<file path="config.mk">
export PLATFORM = sky130hd
export DESIGN_NAME = prime_ctrl
export DESIGN_NICKNAME = d
export VERILOG_FILES = /design/src/rtl/prime_ctrl_pkg.sv /design/src/rtl/prime_ctrl.sv
export SDC_FILE = /design/constraint.sdc
export NUM_CORES = 1
export LEC_CHECK = 0
export ABC_AREA = 1
export BUFFER_PORTS_ARGS = -buffer_cell sky130_fd_sc_hd__buf_2
export CORE_AREA = 2 2 39 41
export DETAILED_ROUTE_END_ITERATION = 10
export DIE_AREA = 0 0 41 43
export SLEW_MARGIN = 10
export SYNTH_ARGS = -nofsm -noshare
export SYNTH_HDL_FRONTEND = slang
export SYNTH_SLANG_ARGS = --single-unit
</file>
<file path="constraint.sdc">
create_clock -name clk -period 0.9 [get_ports clk]
set_clock_uncertainty 0.05 [all_clocks]
set_input_delay 0.09 -clock clk [delete_from_list [all_inputs] [get_ports clk]]
set_output_delay 0.09 -clock clk [all_outputs]
set_load 0.05 [all_outputs]
</file>
<file path="src/rtl/prime_ctrl_pkg.sv">
// prime_ctrl_pkg: shared state encoding and datapath width for the prime tester controller and datapath
package prime_ctrl_pkg;
  localparam int DW = 16;
  typedef enum logic [3:0] {
    IDLE, CLR, LOAD, INIT, CHKDIV, REMINIT, REMLOOP, CHKREM, NOTP, DONE
  } state_t;
endpackage

</file>
<file path="src/rtl/prime_ctrl.sv">
// prime_ctrl: trial-division primality FSM; takes start + datapath status, drives datapath clear/load enables/selects, busy and done
module prime_ctrl
  import prime_ctrl_pkg::*;
(
  input  logic clk,
  input  logic rst,
  input  logic start,
  input  logic n_lt2,
  input  logic div_gt_half,
  input  logic rem_lt_div,
  input  logic rem_zero,
  output logic dprst,
  output logic nc,
  output logic divc,
  output logic tmp1c,
  output logic tmp2c,
  output logic resc,
  output logic div_sel,
  output logic tmp1_sel,
  output logic busy,
  output logic done
);
  state_t state, nxt;
  always_ff @(posedge clk) state <= rst ? IDLE : nxt;
  always_comb begin
    nxt = state;
    case (state)
      IDLE:    nxt = start ? CLR : IDLE;
      CLR:     nxt = LOAD;
      LOAD:    nxt = INIT;
      INIT:    nxt = n_lt2 ? NOTP : CHKDIV;
      CHKDIV:  nxt = div_gt_half ? DONE : REMINIT;
      REMINIT: nxt = REMLOOP;
      REMLOOP: nxt = rem_lt_div ? CHKREM : REMLOOP;
      CHKREM:  nxt = rem_zero ? NOTP : CHKDIV;
      NOTP:    nxt = DONE;
      DONE:    nxt = IDLE;
      default: nxt = IDLE;
    endcase
  end
  always_comb begin
    dprst    = state == CLR;
    nc       = state == LOAD;
    tmp2c    = state == INIT;
    div_sel  = state == CHKREM && !rem_zero;
    divc     = tmp2c || div_sel;
    tmp1_sel = state == REMLOOP && !rem_lt_div;
    tmp1c    = state == REMINIT || tmp1_sel;
    resc     = state == NOTP;
    done     = state == DONE;
    busy     = state != IDLE;
  end
endmodule

</file>
==> flow_summary.ini, run 1 <==
[sta]
finalHoldViolations = 0
max_freq_mhz = 739
final_max_slew_violation_count = 0
setup_repair_after_global_routing_missed_its_margin = yes
period_share_pct = 150
timing.final.ws_setup_ns = -0.452
timing_worst_slew_pin_value_ns = 0.213
holdWs_ns = 0.159
final.min_clock_period_ns = 1.35
relSlewSlack_pct = 85.7
final-setup-viol-count = 14

[detailed_routing]
num_vias = 498
detail_route.iter0.violations = 3
drc = 0
detail-route-antenna-nets = 0
drt_pass1_iterations = 3
viasPerCell = 4.57
wl_um = 1290
route.detailed.wl_per_inst_um = 11.9

[layout]
registers.top_by_ff_count = state
reg_top3 = state: 4 flops
layout.nets = 101
layout_commonest_cell = sky130_fd_sc_hd__buf_6
layout_common_cells = sky130_fd_sc_hd__buf_6, sky130_fd_sc_hd__nand2_1
largest_register_ff_count = 4
flow.area_growth_from_synthesis_pct = 170
drive_above_1_share_pct = 74.2
num_antenna_cells = 0

[global_route]
initial_antenna_violation_count = 0
grt_start_max_net_pins = 7
first_global_vias = 476
globalRouteTotalUtil_pct = 15.4
overflow = 0
first_pass_grt_wire_length_um = 1800

[power]
p_sw_uw = 477
clockPowerShare_pct = 21.2
power-per-cell-area_nw_per_um2 = 1290
power_switching_share_pct = 42.2
leakagePower_uw = 0.000412
seq_power_share_pct = 22.1
power_report.internal_total_uw = 654
comb_power_share_pct = 56.8
vdd_ir_drop_max_v = 0.000807

[outcome]
status = finished with violations
violations = negative setup slack

[critical_path]
crit_path_max_fanout = 5
cp-start-kind = register
critical_path.endpoint_type = output port
critical_path_required_ns = 0.76
timing.setup.critical_path_class = reg2out
critical_path_arrival_ns = 1.21

[floorplan]
dieArea_sq_um = 1760
core_area_sq_um = 1380
die_h_um = 43
initial_core_utilization_pct = 23.5
ioPinCount = 17
die_x_um = 41
row_count = 14

[min_path]
hold_path.class = in2reg

[clocking]
insertion_delay_ns = 0.23
htree_num_levels = 1
cts_tree = built
clock-root-buffer = sky130_fd_sc_hd__clkbuf_4
tritoncts_num_sinks = 4
clk_transition_reported_paths_ns = 0.04
clk_path_buf_depth = 2
numCtsBuffers = 3

[yosys]
ys_warn_count = 0
yosysUniqueCellTypes = 12
synthCells = 57
synth_sequential_area_ratio_pct = 24.6
ys_ff_latch = 4
syn_area_sq_um = 325
postSynthNetCount = 64
syn_avg_cell_area_sq_um = 5.71

[run]
max_cap_violations = 0

[placement]
detailedPlacementHpwl_um = 824
dpl_worst_slack_ns = -0.325
port_buffers = 16
place_congestion = 0.839
[worst max-delay path, cell delays in order (launching register included)]
cell	delay (ns)
sky130_fd_sc_hd__dfxtp_4	0.40
sky130_fd_sc_hd__inv_4	0.05
sky130_fd_sc_hd__nor2_4	0.15
sky130_fd_sc_hd__nand2_4	0.09
sky130_fd_sc_hd__o21ai_4	0.12
sky130_fd_sc_hd__buf_6	0.17
[Yosys cell counts, drive strengths merged]
cell type,n,area share (%)
dfxtp,4,25
inv,11,13
nand2,14,18
nand3,9,14
nand3b,1,2.3
nor2,13,20
nor3,1,1.5
nor4,2,3.8
o21ai,2,3.1
[what timing repair did]
item                       CTS  global route
gates cloned                 0             0
resized for setup           34            21
hold buffers                 2             0
pin swaps                   10            16
hold endpoints to repair     2             0
setup endpoints to repair   14            14
setup buffers                1             3
[power by group through the flow]
stage	Combinational, uW	Clock (uW)	Sequential (uW)
after global placement	451	0	243
after floorplan	289	0	242
after CTS	551	251	244
after detailed placement	454	0	242
final	642	240	250
after global routing	680	268	253
[path summary, 6_finish.rpt]
check	to	slack [ns]	depth (start not counted)	from
worst max-delay path	tmp1c	-0.45	5	state[1]
worst max register to register	state[2]	-0.36	8	state[3]
worst min register to register	state[1]	0.47	1	state[3]
worst min-delay path	state[3]	0.16	5	rem_zero
[per-layer routing]
metal	global-route usage (%)	up-vias	share of wire [%]
met4	10.0	0	0.77
met2	24.7	10	58
met1	17.0	236	39
met5	0	-	0
met3	3.14	2	2.2
li1	-	250	-
[kinds of logic (layout without fill, tap and decap cells)]
family	count (synthesis)	after routing	synth area share, %
simple gates	40	40	59.6
buf+inv	11	47	12.7
flops	4	4	24.6
compound gates	2	2	3.08
[through the flow]
step	cells	TNS, ns	total power (uW)	instance area [sq um]	utilization [%]
final	109	-5.28	1130	877	63.4
after global routing	109	-6.10	1200	877	63.4
after global placement	100	-3.04	694	633	45.8
after CTS	107	-4.73	1050	791	57.1
after floorplan	57	-2.31	531	438	-
after detailed placement	100	-3.08	696	633	45.8
[cell type report]
| class | count | area, sq um |
|---|---|---|
| Clock buffer | 4 | 26.3 |
| Fill cell | 133 | 507 |
| Inverter | 11 | 67.6 |
| Multi-Input combinational cell | 42 | 343 |
| Sequential cell | 4 | 95.1 |
| Tap cell | 16 | 20.0 |
| Timing Repair Buffer | 32 | 325 |
(Power assumes the default switching activity.)
==> run 2, diff against run 1 <==
- PLACE_DENSITY: unset -> 0.49
==> run 2 against run 1 <==
  * The run still ends with negative setup slack left
  * Critical path depth unchanged
  * Power decreased by 2.1%
  * Hold slack improved by 0.0041 ns
  * Clock-buffer cell count unchanged
  * Design area increased by 0.86%
  * Largest cell class unchanged
==> flow_summary.ini, run 2 (synthesis results as in run 1) <==
[critical_path]
r2r_setup_slack_ns = -0.37
crit_path_max_fanout = 4
critical_path_arrival_ns = 1.20
timing.critical_path.max_delay_family = flip-flops
cp-start-kind = register
cp_slowest_stage_delay_ns = 0.38
timing.setup.critical_path_class = reg2out
timing.critical_path.buf_inv = 2
critical_path.endpoint_type = output port
worstPathCellList = inv_4 -> nor2_4 -> nand2_4 -> o21ai_4 -> buf_6
reg2reg_to = state[2]
worst_r2r_startpoint = state[3]
critical_path_required_ns = 0.76
ff2ff_path_depth = 9
cell_with_the_largest_stage_delay_on_the_worst_path = sky130_fd_sc_hd__dfxtp_4

[global_route]
initial_antenna_violation_count = 0
globalRouteTotalUtil_pct = 16.5
first_global_vias = 490
first_pass_grt_wire_length_um = 2020
grt_start_max_net_pins = 7
overflow = 0

[min_path]
min_to = state[0]
hold_path.class = in2reg
worstHoldStart = start
min_delay_path_depth = 5

[sta]
setup_repair_after_global_routing_missed_its_margin = yes
timing_worst_slew_pin_value_ns = 0.202
finalHoldViolations = 0
max_freq_mhz = 746
relSlewSlack_pct = 86.4
final_max_slew_violation_count = 0
period_share_pct = 149
fin_tns_setup_ns = -5.04
final.min_clock_period_ns = 1.34
timing.final.ws_setup_ns = -0.440
final-setup-viol-count = 14

[floorplan]
die_h_um = 43
dieArea_sq_um = 1760
initial_core_utilization_pct = 23.5
core_area_sq_um = 1380
row_count = 14
ioPinCount = 17
die_x_um = 41

[placement]
port_buffers = 16
dp.cells = 101
placement_cell_area_sq_um = 628
place_congestion = 0.706
detailedPlacementHpwl_um = 828

[detailed_routing]
detail-route-antenna-nets = 0
drc = 0
num_vias = 518
wl_um = 1190
drt_pass1_iterations = 3
route.detailed.wl_per_inst_um = 10.6
viasPerCell = 4.63
detail_route.iter0.violations = 2

[run]
max_cap_violations = 0

[power]
p_sw_uw = 476
totalPowerFinal_uw = 1110
clockPowerShare_pct = 22.8
power_switching_share_pct = 43.0
seq_power_share_pct = 21.9
power_report.internal_total_uw = 632
power-per-cell-area_nw_per_um2 = 1250
leakagePower_uw = 0.000422
comb_power_share_pct = 55.3
vdd_ir_drop_max_v = 0.000885

[outcome]
status = finished with violations
violations = negative setup slack

[clocking]
clk_transition_reported_paths_ns = 0.05
htree_num_levels = 1
insertion_delay_ns = 0.24
clk_path_buf_depth = 2
numCtsBuffers = 3
clock-root-buffer = sky130_fd_sc_hd__clkbuf_4
tritoncts_num_sinks = 4
cts_tree = built

[layout]
flow.area_growth_from_synthesis_pct = 172
drive_above_1_share_pct = 79.2
reg_top3 = state: 4 flops
layout.nets = 104
largest_register_ff_count = 4
layout_common_cells = sky130_fd_sc_hd__buf_6, sky130_fd_sc_hd__buf_4, sky130_fd_sc_hd__nor2_4, sky130_fd_sc_hd__buf_2
fill_cells = 128
num_antenna_cells = 0
registers.top_by_ff_count = state
final_cell_area_sq_um = 885
layout_commonest_cell = sky130_fd_sc_hd__buf_6
post_layout_nonfiller_instances = 112
==> run 2: cell count changes in the layout (fill, tap and decap cells not counted), sizes merged <==
cell | previous run | this run
dlygate4sd3 | 2 | 1
buf | 30 | 34
==> run 2: routing by layer <==
layer	global-route usage [%]	wire length, um	vias up
li1	-	-	258
met1	21.7	457	246
met2	26.3	685	12
met3	2.09	34	2
met4	6.00	14	0
met5	0	0	-
==> run 2: area by class of cell <==
| cell class | instances | area (sq um) | area share (%) |
|---|---|---|---|
| inverter | 11 | 62.6 | 7.07 |
| clock buffer | 4 | 26.3 | 2.97 |
| tap | 16 | 20.0 | 2.26 |
| sequential | 4 | 95.1 | 10.7 |
| multi-input combinational | 42 | 352 | 39.7 |
| timing repair buffer | 35 | 329 | 37.2 |
==> run 2: power by group through the flow <==
stage,Sequential (uW),Clock (uW),Combinational [uW]
floorplan,242,0,289
global route,246,266,661
CTS,242,263,577
detailed placement,239,0,445
finish,243,252,613
global placement,238,0,446
==> run 2: how the worst max path moves through the flow <==
stage	start	endpoint	slack [ns]	depth (start not counted)
floorplan	state[2]	tmp1c	-0.30	4
global placement	state[2]	tmp1c	-0.30	5
detailed placement	state[1]	tmp1c	-0.32	5
CTS	state[1]	tmp1c	-0.44	5
global route	state[2]	done	-0.49	3
finish	state[2]	tmp1c	-0.44	5
==> run 2: per-stage QoR <==
| step | setup WS (ns) | util (%) | hold slack (ns) |
|---|---|---|---|
| 5_1_grt | -0.487 | 63.9 | 0.236 |
| 4_1_cts | -0.441 | 60.5 | 0.144 |
| 6_report | -0.440 | 63.9 | 0.163 |
| 2_1_floorplan | -0.301 | - | 0.103 |
| 3_3_place_gp | -0.297 | 45.4 | 0.251 |
| 3_5_place_dp | -0.316 | 45.4 | 0.251 |
==> run 2: worst min-delay path, cell delays in order <==
cell and delay, ns:
sky130_fd_sc_hd__buf_2 0.07, sky130_fd_sc_hd__nand3_1 0.06, sky130_fd_sc_hd__nand2_1 0.08, sky130_fd_sc_hd__nor2_2 0.04
sky130_fd_sc_hd__nor2_1 0.07
==> run 2: timing repair <==
| action | 4_1_cts | 5_1_grt |
|---|---|---|
| gates resized for setup | 42 | 12 |
| hold buffers | 1 | 0 |
| endpoints found under the setup margin | 14 | 14 |
| pin swaps | 13 | 8 |
| endpoints found under the hold margin | 2 | 0 |
| buffers inserted | 5 | 2 |
==> run 3, diff against run 2 <==
- ABC_AREA: 1 -> unset
==> run 3 against run 2 <==
  * The run still ends with negative setup slack left
  * Clock power increased by 4%
  * Die area unchanged
  * Synthesized cell count decreased by 30%
  * Synthesized area decreased by 1.5%
  * Critical path depth decreased by 3
  * Global-route usage increased by 2.0 points
  * Maximum frequency decreased by 6.6%
  * Sequential share of layout area decreased by 0.71 points
  * First-iteration DRC count increased to 2.5 times the previous value
  * Via count decreased by 7.9%
  * Design area increased by 7.1%
  * Routed wire length increased by 9.4%
  * Largest power group unchanged
==> flow_summary.ini, run 3 <==
[layout]
layout_common_cells = sky130_fd_sc_hd__buf_4, sky130_fd_sc_hd__buf_6, sky130_fd_sc_hd__nor3_4, sky130_fd_sc_hd__buf_2, sky130_fd_sc_hd__nand2b_4
final_cell_area_sq_um = 947
utilization_after_layout_pct = 68.4
largest_register_ff_count = 4
layout.nets = 91
drive_above_1_share_pct = 88.0
post_layout_nonfiller_instances = 99
registers.top_by_ff_count = state
layout_commonest_cell = sky130_fd_sc_hd__buf_4
reg_top3 = state: 4 flops
fill_cells = 105
num_antenna_cells = 0
flow.area_growth_from_synthesis_pct = 196

[outcome]
violations = negative setup slack
status = finished with violations

[floorplan]
core_area_sq_um = 1380
die_h_um = 43
dieArea_sq_um = 1760
initial_core_utilization_pct = 23.1
ioPinCount = 17
row_count = 14
die_x_um = 41

[placement]
dp.cells = 85
detailedPlacementHpwl_um = 830
placement_cell_area_sq_um = 688
port_buffers = 16
place_congestion = 0.672

[sta]
timing.final.ws_setup_ns = -0.534
finalHoldViolations = 0
period_share_pct = 159
final-setup-viol-count = 14
max_freq_mhz = 697
relSlewSlack_pct = 84.2
timing_worst_slew_pin_value_ns = 0.235
final.min_clock_period_ns = 1.43
final_max_slew_violation_count = 0
setup_repair_after_global_routing_missed_its_margin = yes

[critical_path]
timing.setup.critical_path_class = reg2out
cp-start-kind = register
critical_path.endpoint_type = output port
crit_path_max_fanout = 4
r2r_setup_slack_ns = -0.36
cp_slowest_stage_delay_ns = 0.52
timing.critical_path.buf_inv = 1
cell_with_the_largest_stage_delay_on_the_worst_path = sky130_fd_sc_hd__or4_4
timing.critical_path.max_delay_family = simple AND/OR/NAND/NOR gates
critical_path_arrival_ns = 1.29
critical_path_required_ns = 0.76
worstPathCellList = or4_4 -> buf_8

[power]
leakagePower_uw = 0.000403
power-per-cell-area_nw_per_um2 = 956
vdd_ir_drop_max_v = 0.000898

[clocking]
cts_tree = built
numCtsBuffers = 3
cts_hold_buffers = 0
htree_num_levels = 1
clk_path_buf_depth = 2
tritoncts_num_sinks = 4
clk_transition_reported_paths_ns = 0.04
insertion_delay_ns = 0.25
clock-root-buffer = sky130_fd_sc_hd__clkbuf_4

[detailed_routing]
drt_pass1_iterations = 4
wl_um = 1300
drc = 0
detail-route-antenna-nets = 0
num_vias = 477
detail_route.iter0.violations = 5
route.detailed.wl_per_inst_um = 13.2
viasPerCell = 4.82

[min_path]
hold_path.class = in2reg

[yosys]
syn_avg_cell_area_sq_um = 8.01
yosys-top-cells-area = sky130_fd_sc_hd__dfxtp_1, sky130_fd_sc_hd__nand2b_1, sky130_fd_sc_hd__nor3_1
syn_area_sq_um = 320
synth_sequential_area_ratio_pct = 25.0
postSynth.topFlopCell = sky130_fd_sc_hd__dfxtp_1
postSynthNetCount = 47
synth_top_area_share_pct = 25.0
ys_ff_latch = 4
synthCells = 40
count_of_flip_flops_with_a_built_in_enable_after_synthesis = 0
synth_area_leader_cell = sky130_fd_sc_hd__dfxtp_1
yosys-top-cells-count = sky130_fd_sc_hd__nand2b_1, sky130_fd_sc_hd__nor3_1, sky130_fd_sc_hd__dfxtp_1
yosysUniqueCellTypes = 22
ys_warn_count = 0
asyncSetResetFlopFracSynth_pct = 0

[global_route]
first_pass_grt_wire_length_um = 2130
first_global_vias = 505
overflow = 0
globalRouteTotalUtil_pct = 18.6
initial_antenna_violation_count = 0
grt_start_max_net_pins = 8

[run]
max_cap_violations = 0
## run 3: cells by family after synthesis
logic type             synth area share [%]
AND/OR/NAND/NOR                        39.8
flip-flops                             25.0
AO/OA/AOI/OAI                          25.4
buffers and inverters                  9.76
## run 3: layer usage
layer / track usage [%] / wire length [um] / vias to the layer above
met5: 0 / 0 / -
met4: 6.00 / 19 / 0
met3: 6.28 / 71 / 2
met2: 32.8 / 720 / 14
met1: 19.0 / 493 / 227
li1: - / - / 234
## run 3: cell type report
| class | count | area [sq um] | share of cell area, % |
|---|---|---|---|
| Multi-Input combinational cell | 32 | 393 | 41.5 |
| Tap cell | 16 | 20.0 | 2.11 |
| Inverter | 1 | 3.75 | 0.396 |
| Clock buffer | 4 | 26.3 | 2.77 |
| Sequential cell | 4 | 95.1 | 10.0 |
| Timing Repair Buffer | 42 | 409 | 43.2 |
## run 3: power breakdown
| group | leakage, uW | switching (uW) | internal (uW) |
|---|---|---|---|
| combinational | 0.000352 | 210 | 233 |
| clock | 0.0000150 | 94.8 | 168 |
| sequential | 0.0000356 | 16.5 | 184 |
| total | 0.000403 | 322 | 584 |
## run 3: repair_timing
item	CTS	global route
pin swaps	10	6
cloned	0	0
setup endpoints to repair	14	14
resized for setup	40	3
buffers inserted	7	3
## run 3: worst paths after layout
check        startpoint  endpoint  cells after the start
max            state[0]      busy                      2
min                 rst  state[3]                      2
max reg2reg    state[2]  state[3]                      5
min reg2reg    state[3]  state[1]                      2
## run 3: per-stage QoR
step / total power (uW) / worst slack, ns / TNS, ns / hold slack [ns]
after floorplan: 410 / -0.303 / -2.76 / 0.102
after global placement: 540 / -0.372 / -3.93 / 0.274
after detailed placement: 540 / -0.383 / -4.15 / 0.272
after CTS: 892 / -0.539 / -5.38 / 0.0201
after global routing: 937 / -0.547 / -5.90 / 0.0301
final: 906 / -0.534 / -5.40 / 0.0247
